### config.mk
export PLATFORM = sky130hd
export DESIGN_NAME = regfile_2w2r
export DESIGN_NICKNAME = d
export VERILOG_FILES = /design/src/rtl/regfile_2w2r.sv
export SDC_FILE = /design/constraint.sdc
export NUM_CORES = 1
export LEC_CHECK = 0
export CORE_MARGIN = 10
export CORE_UTILIZATION = 60
export DETAILED_ROUTE_END_ITERATION = 16
export DONT_BUFFER_PORTS = 1
export MAX_ROUTING_LAYER = met4
export PLACE_DENSITY = 0.74
export SYNTH_ARGS = -nofsm -noshare
export SYNTH_HDL_FRONTEND = slang
export SYNTH_SLANG_ARGS = --single-unit
### constraint.sdc
create_clock -name clk -period 3.95 [get_ports clk]
set_clock_uncertainty 0.05 [all_clocks]
set_input_delay 0.5925 -clock clk [delete_from_list [all_inputs] [get_ports clk]]
set_output_delay 0.5925 -clock clk [all_outputs]
set_load 0.02 [all_outputs]
### src/rtl/regfile_2w2r.sv
// Two-write, two-read register file with a post-reset clear sweep, write/write arbitration
// and a saturating read/write collision counter. Optional parity storage: REGFILE_PARITY_EN.
module regfile_2w2r #(
  parameter int unsigned DATA_WIDTH = 16,
  parameter int unsigned ADDR_WIDTH = 5,
  parameter int unsigned BYPASS     = 0,
  parameter int unsigned CNT_WIDTH  = 8
) (
  input  logic                  clk,
  input  logic                  reset,
  input  logic                  clr,
  input  logic [DATA_WIDTH-1:0] din1,
  input  logic [ADDR_WIDTH-1:0] wad1,
  input  logic                  wen1,
  input  logic [DATA_WIDTH-1:0] din2,
  input  logic [ADDR_WIDTH-1:0] wad2,
  input  logic                  wen2,
  input  logic [ADDR_WIDTH-1:0] rad1,
  input  logic                  ren1,
  input  logic [ADDR_WIDTH-1:0] rad2,
  input  logic                  ren2,
  output logic [DATA_WIDTH-1:0] dout1,
  output logic [DATA_WIDTH-1:0] dout2,
  output logic                  rvalid1,
  output logic                  rvalid2,
  output logic                  collision,
  output logic                  ww_conflict,
  output logic [CNT_WIDTH-1:0]  coll_count,
  output logic                  ready,
  output logic                  parity_err1,
  output logic                  parity_err2
);

  localparam int unsigned DEPTH = 2 ** ADDR_WIDTH;
  localparam logic [CNT_WIDTH-1:0]  CNT_MAX  = {CNT_WIDTH{1'b1}};
  localparam logic [ADDR_WIDTH-1:0] PTR_LAST = ADDR_WIDTH'(DEPTH - 1);

  typedef enum logic {
    ST_INIT  = 1'b0,
    ST_READY = 1'b1
  } state_e;

  state_e                  state_q, state_d;
  logic [ADDR_WIDTH-1:0]   ptr_q, ptr_d;
  logic                    ready_q, ready_d;
  logic [DATA_WIDTH-1:0]   dout1_q, dout1_d;
  logic [DATA_WIDTH-1:0]   dout2_q, dout2_d;
  logic                    rvalid1_q, rvalid1_d;
  logic                    rvalid2_q, rvalid2_d;
  logic                    coll_q, coll_d;
  logic                    ww_q, ww_d;
  logic [CNT_WIDTH-1:0]    cnt_q, cnt_d;

  logic [DATA_WIDTH-1:0]   mem_q [DEPTH];

  // Array write channels: channel 1 doubles as the clear-sweep port during INIT
  logic                    arr_we1, arr_we2;
  logic [ADDR_WIDTH-1:0]   arr_wa1, arr_wa2;
  logic [DATA_WIDTH-1:0]   arr_wd1, arr_wd2;

  logic                    accept;
  logic                    we1, we2, re1, re2;
  logic                    hit11, hit21, hit12, hit22;
  logic                    byp1, byp2;
  logic [DATA_WIDTH-1:0]   rd1, rd2;

  // Qualified access strobes and read-during-write selection
  always_comb begin
    accept = (state_q == ST_READY);
    we1    = accept & wen1;
    we2    = accept & wen2;
    re1    = accept & ren1;
    re2    = accept & ren2;
    hit11  = we1 & (wad1 == rad1);
    hit21  = we2 & (wad2 == rad1);
    hit12  = we1 & (wad1 == rad2);
    hit22  = we2 & (wad2 == rad2);
    byp1   = (BYPASS != 0) & (hit11 | hit21);
    byp2   = (BYPASS != 0) & (hit12 | hit22);
    rd1    = mem_q[rad1];
    rd2    = mem_q[rad2];
    if (byp1) rd1 = hit21 ? din2 : din1;
    if (byp2) rd2 = hit22 ? din2 : din1;
  end

  always_comb begin
    arr_we1 = we1;
    arr_wa1 = wad1;
    arr_wd1 = din1;
    arr_we2 = we2;
    arr_wa2 = wad2;
    arr_wd2 = din2;
    if (state_q == ST_INIT) begin
      arr_we1 = 1'b1;
      arr_wa1 = ptr_q;
      arr_wd1 = '0;
    end
  end

  // Port 2 is applied last so it wins a same-address write
  always_ff @(posedge clk) begin
    if (arr_we1) mem_q[arr_wa1] <= arr_wd1;
    if (arr_we2) mem_q[arr_wa2] <= arr_wd2;
  end

  // Next-state and registered-output logic
  always_comb begin
    state_d   = state_q;
    ptr_d     = ptr_q;
    dout1_d   = dout1_q;
    dout2_d   = dout2_q;
    rvalid1_d = 1'b0;
    rvalid2_d = 1'b0;
    coll_d    = 1'b0;
    ww_d      = 1'b0;
    cnt_d     = cnt_q;

    case (state_q)
      ST_INIT: begin
        ptr_d = ptr_q + ADDR_WIDTH'(1);
        if (ptr_q == PTR_LAST) begin
          state_d = ST_READY;
          ptr_d   = '0;
        end
      end
      ST_READY: begin
        if (re1) begin
          dout1_d   = rd1;
          rvalid1_d = 1'b1;
        end
        if (re2) begin
          dout2_d   = rd2;
          rvalid2_d = 1'b1;
        end
        ww_d   = we1 & we2 & (wad1 == wad2);
        coll_d = (re1 & (hit11 | hit21)) | (re2 & (hit12 | hit22));
        if (clr) begin
          state_d = ST_INIT;
          ptr_d   = '0;
          cnt_d   = '0;
        end else if (coll_d && (cnt_q != CNT_MAX)) begin
          cnt_d = cnt_q + CNT_WIDTH'(1);
        end
      end
      default: begin
        state_d = ST_INIT;
        ptr_d   = '0;
      end
    endcase

    ready_d = (state_d == ST_READY);
  end

  always_ff @(posedge clk or posedge reset) begin
    if (reset) begin
      state_q   <= ST_INIT;
      ptr_q     <= '0;
      ready_q   <= 1'b0;
      dout1_q   <= '0;
      dout2_q   <= '0;
      rvalid1_q <= 1'b0;
      rvalid2_q <= 1'b0;
      coll_q    <= 1'b0;
      ww_q      <= 1'b0;
      cnt_q     <= '0;
    end else begin
      state_q   <= state_d;
      ptr_q     <= ptr_d;
      ready_q   <= ready_d;
      dout1_q   <= dout1_d;
      dout2_q   <= dout2_d;
      rvalid1_q <= rvalid1_d;
      rvalid2_q <= rvalid2_d;
      coll_q    <= coll_d;
      ww_q      <= ww_d;
      cnt_q     <= cnt_d;
    end
  end

`ifdef REGFILE_PARITY_EN
  logic                    par_q [DEPTH];
  logic                    perr1_q, perr1_d;
  logic                    perr2_q, perr2_d;

  // Stored bit makes data+parity even; the sweep stores 0 alongside zero data
  always_ff @(posedge clk) begin
    if (arr_we1) par_q[arr_wa1] <= ^arr_wd1;
    if (arr_we2) par_q[arr_wa2] <= ^arr_wd2;
  end

  always_comb begin
    perr1_d = perr1_q;
    perr2_d = perr2_q;
    if (re1) perr1_d = byp1 ? 1'b0 : ((^mem_q[rad1]) ^ par_q[rad1]);
    if (re2) perr2_d = byp2 ? 1'b0 : ((^mem_q[rad2]) ^ par_q[rad2]);
  end

  always_ff @(posedge clk or posedge reset) begin
    if (reset) begin
      perr1_q <= 1'b0;
      perr2_q <= 1'b0;
    end else begin
      perr1_q <= perr1_d;
      perr2_q <= perr2_d;
    end
  end

  assign parity_err1 = perr1_q;
  assign parity_err2 = perr2_q;
`else
  assign parity_err1 = 1'b0;
  assign parity_err2 = 1'b0;
`endif

  assign ready       = ready_q;
  assign dout1       = dout1_q;
  assign dout2       = dout2_q;
  assign rvalid1     = rvalid1_q;
  assign rvalid2     = rvalid2_q;
  assign collision   = coll_q;
  assign ww_conflict = ww_q;
  assign coll_count  = cnt_q;

endmodule

==> metrics <==
status complete, no violations; final worst slack 805 ps; DRC viols 0; Initial Util 60.9%; area leader, netlist edfxtp_1; hold crit path type in2reg; GR Overflow Total 0; kind of cell adding the most delay to the critical path compound AO/OA/AOI/OAI gates; r2r endpoint mem_q[5][13]$_DFFE_PP_; crit path max-delay cell type o22ai_2; Wirelength per Cell 33.5 um; Skew-Pair Late Insertion Delay 630 ps; critical path arrival between 3000 and 4000 ps; Area growth, synth to finish 6.90%; Fin Setup TNS 0 ps; WL final 107 mm; Synth Register Bits 562; Tmin final 3140 ps; ys flop type edfxtp_1; Layout Utilization 65.1%; worst-path fanout max 35; clock sinks 562; total number of vias ~24000; CTS root buffer clkbuf_16; gp weighted congestion 1.04; leakage power roughly 11 nW; max-slew violation count 0; syn avg cell area 12.0 um2; post-synth cell types 55; drt via density ~7.4; core area 51600 um2; Slew @ Worst Pin 1320 ps; Clock Tree Buf Depth 3; CP Launch Type flop; GR Util met3 a little under an eighth; Max Clk Rate 0.318 GHz; grt met1 use 44.2%; Post-synth EDFFs just over 500; critical-path cell list buf_4, mux2i_1, nand2_1, o22ai_2; Site Rows 83; grt peak-use layer met2; final-report setup violation count 0; share of layout cells above drive strength 1 19.3%; Worst Hold End ptr_q[1]$_DFFE_PP0P_; largest net degree at the start of global routing approximately 130; worst hold start clr; final hold vios 0; final critical-path share of the clock period 79.6%; Antenna Nets Post-Route 0; PD cells 529 nW/um2; Ports 106; CP Class reg2reg; CP bufs+invs 1; Reg clk slew, reported paths 60 ps; Die Height 249 um; First DRT Iteration DRCs approximately 4500; normalized max-slew margin 12.0%; Die Width around 250 um; crit-path max cell delay 860 ps; Max-cap violations 0; GRT Overall Usage 34.9%; Setup crit end kind flop; fin nets 2532; # H-tree levels 2; synth warn 0; first-pass GRT wire length 156 mm; asr flop ratio synth under 10%; Initial DRT Pass Iterations 6; DP Wirelength 67.0 mm; CTS tree built; reg-to-reg slack, setup 810 ps; antenna violations before repair 14; critical path required time 4140 ps; RSZ-0062 raised after global routing no; Cells after Synth 2625; R2R cell count 4; r2r startpoint ready$_DFF_PP0_; Yosys top cell area share 48.9%; worst hold path depth 1; # resized after CTS 0; sequential cell area fraction in the yosys report 52.9%; number of global-route vias before repair approximately 22000; cts bufs inserted between 50 and 60; largest cells by area after synthesis edfxtp_1 49%, mux4_2 16%, o21ai_0 8.2%; full die area 61900 um2; Peak VDD IR about 0.00044 V; met2 Use GR 49.9%; worst slack, placed 888 ps; Syn Std Cell Area around 31000 um2; hold slack final 18.5 ps; total power 17.8 mW; # port buffers 0
## final cells by class
cell class                      instances  area, um2
Fill cell                            3676      18000
Sequential cell                       562      16600
Multi-Input combinational cell       1744      13400
Clock buffer                           81       1700
Tap cell                              680        851
Timing Repair Buffer                   93        736
Clock inverter                         26        181
Inverter                               11       41.3
Antenna cell                           14       35.0
## sequential cells by signal, summed over array words and instances, names as in the netlist
| register | cells |
|---|---|
| coll_count | 8 |
| collision | 1 |
| dout1 | 16 |
| dout2 | 16 |
| mem_q | 512 |
| ptr_q | 5 |
| ready | 1 |
| rvalid1 | 1 |
| rvalid2 | 1 |
| ww_conflict | 1 |
## per-layer routing
metal / up-vias / part of all wire [%]
met5: - / 0
met4: 0 / 5.9
met2: 2242 / 44
met3: 371 / 17
met1: 11600 / 33
li1: 9729 / -
## power breakdown
group          total, mW  switching (mW)  internal [mW]
registers           8.48           0.737           7.74
clock network       5.51            2.38           3.13
logic               3.79            2.39           1.40
## cell usage after synthesis (16+ instances only)
| library cell | number |
|---|---|
| clkbuf_1 | 184 |
| o21ai_0 | 514 |
| nand2_1 | 584 |
| mux4_2 | 229 |
| buf_2 | 82 |
| or4_1 | 32 |
| nor2_1 | 39 |
| edfxtp_1 | 512 |
| dfrtp_1 | 50 |
| buf_6 | 16 |
| o21ai_1 | 32 |
| o22ai_1 | 164 |
| mux4_1 | 27 |
## what timing repair did
item | in CTS | in global routing
hold buffers | 2 | 0
hold endpoints to repair | 20 | 0
buffers inserted | 0 | 0
## cell families (layout without fill, tap and decap cells)
group / after synthesis / count (layout) / share of synthesized area, %
mux: 260 / 260 / 18.8
other cells: 1 / 16 / 0.0119
fa+ha+maj: 3 / 3 / 0.119
buf+inv: 320 / 211 / 5.27
simple gates: 716 / 716 / 9.52
flops: 562 / 562 / 52.9
compound gates: 738 / 738 / 12.6
xor+xnor: 25 / 25 / 0.721
## worst max-delay path by stage
stage | to | depth (start not counted) | slack [ps] | start
after floorplan | mem_q[3][0]$_DFFE_PP_ | 7 | 960 | ready$_DFF_PP0_
after global placement | mem_q[5][3]$_DFFE_PP_ | 4 | 970 | ready$_DFF_PP0_
after detailed placement | mem_q[5][9]$_DFFE_PP_ | 4 | 890 | ready$_DFF_PP0_
after CTS | mem_q[5][9]$_DFFE_PP_ | 4 | 880 | ready$_DFF_PP0_
after global routing | mem_q[5][13]$_DFFE_PP_ | 4 | 700 | ready$_DFF_PP0_
final | mem_q[5][13]$_DFFE_PP_ | 4 | 810 | ready$_DFF_PP0_
## placed cells by master (no fill, tap or decap), types with 15 or more instances in the layout
cell,count
o22ai_2,32
nor2_2,32
nand2_1,584
mux4_1,27
dfrtp_1,49
xor2_1,15
edfxtp_1,512
buf_4,89
or4_1,32
o21ai_1,32
mux4_2,229
clkbuf_16,63
o21ai_0,514
o22ai_1,132
## per-stage QoR
| stage | instance area, um2 | instances |
|---|---|---|
| after floorplan | 31400 | 2626 |
| after global placement | 31600 | 3087 |
| after detailed placement | 31600 | 3087 |
| after CTS | 33500 | 3196 |
| after global routing | 33600 | 3209 |
| final | 33600 | 3211 |
No activity file was read; power rests on OpenSTA's default activity.
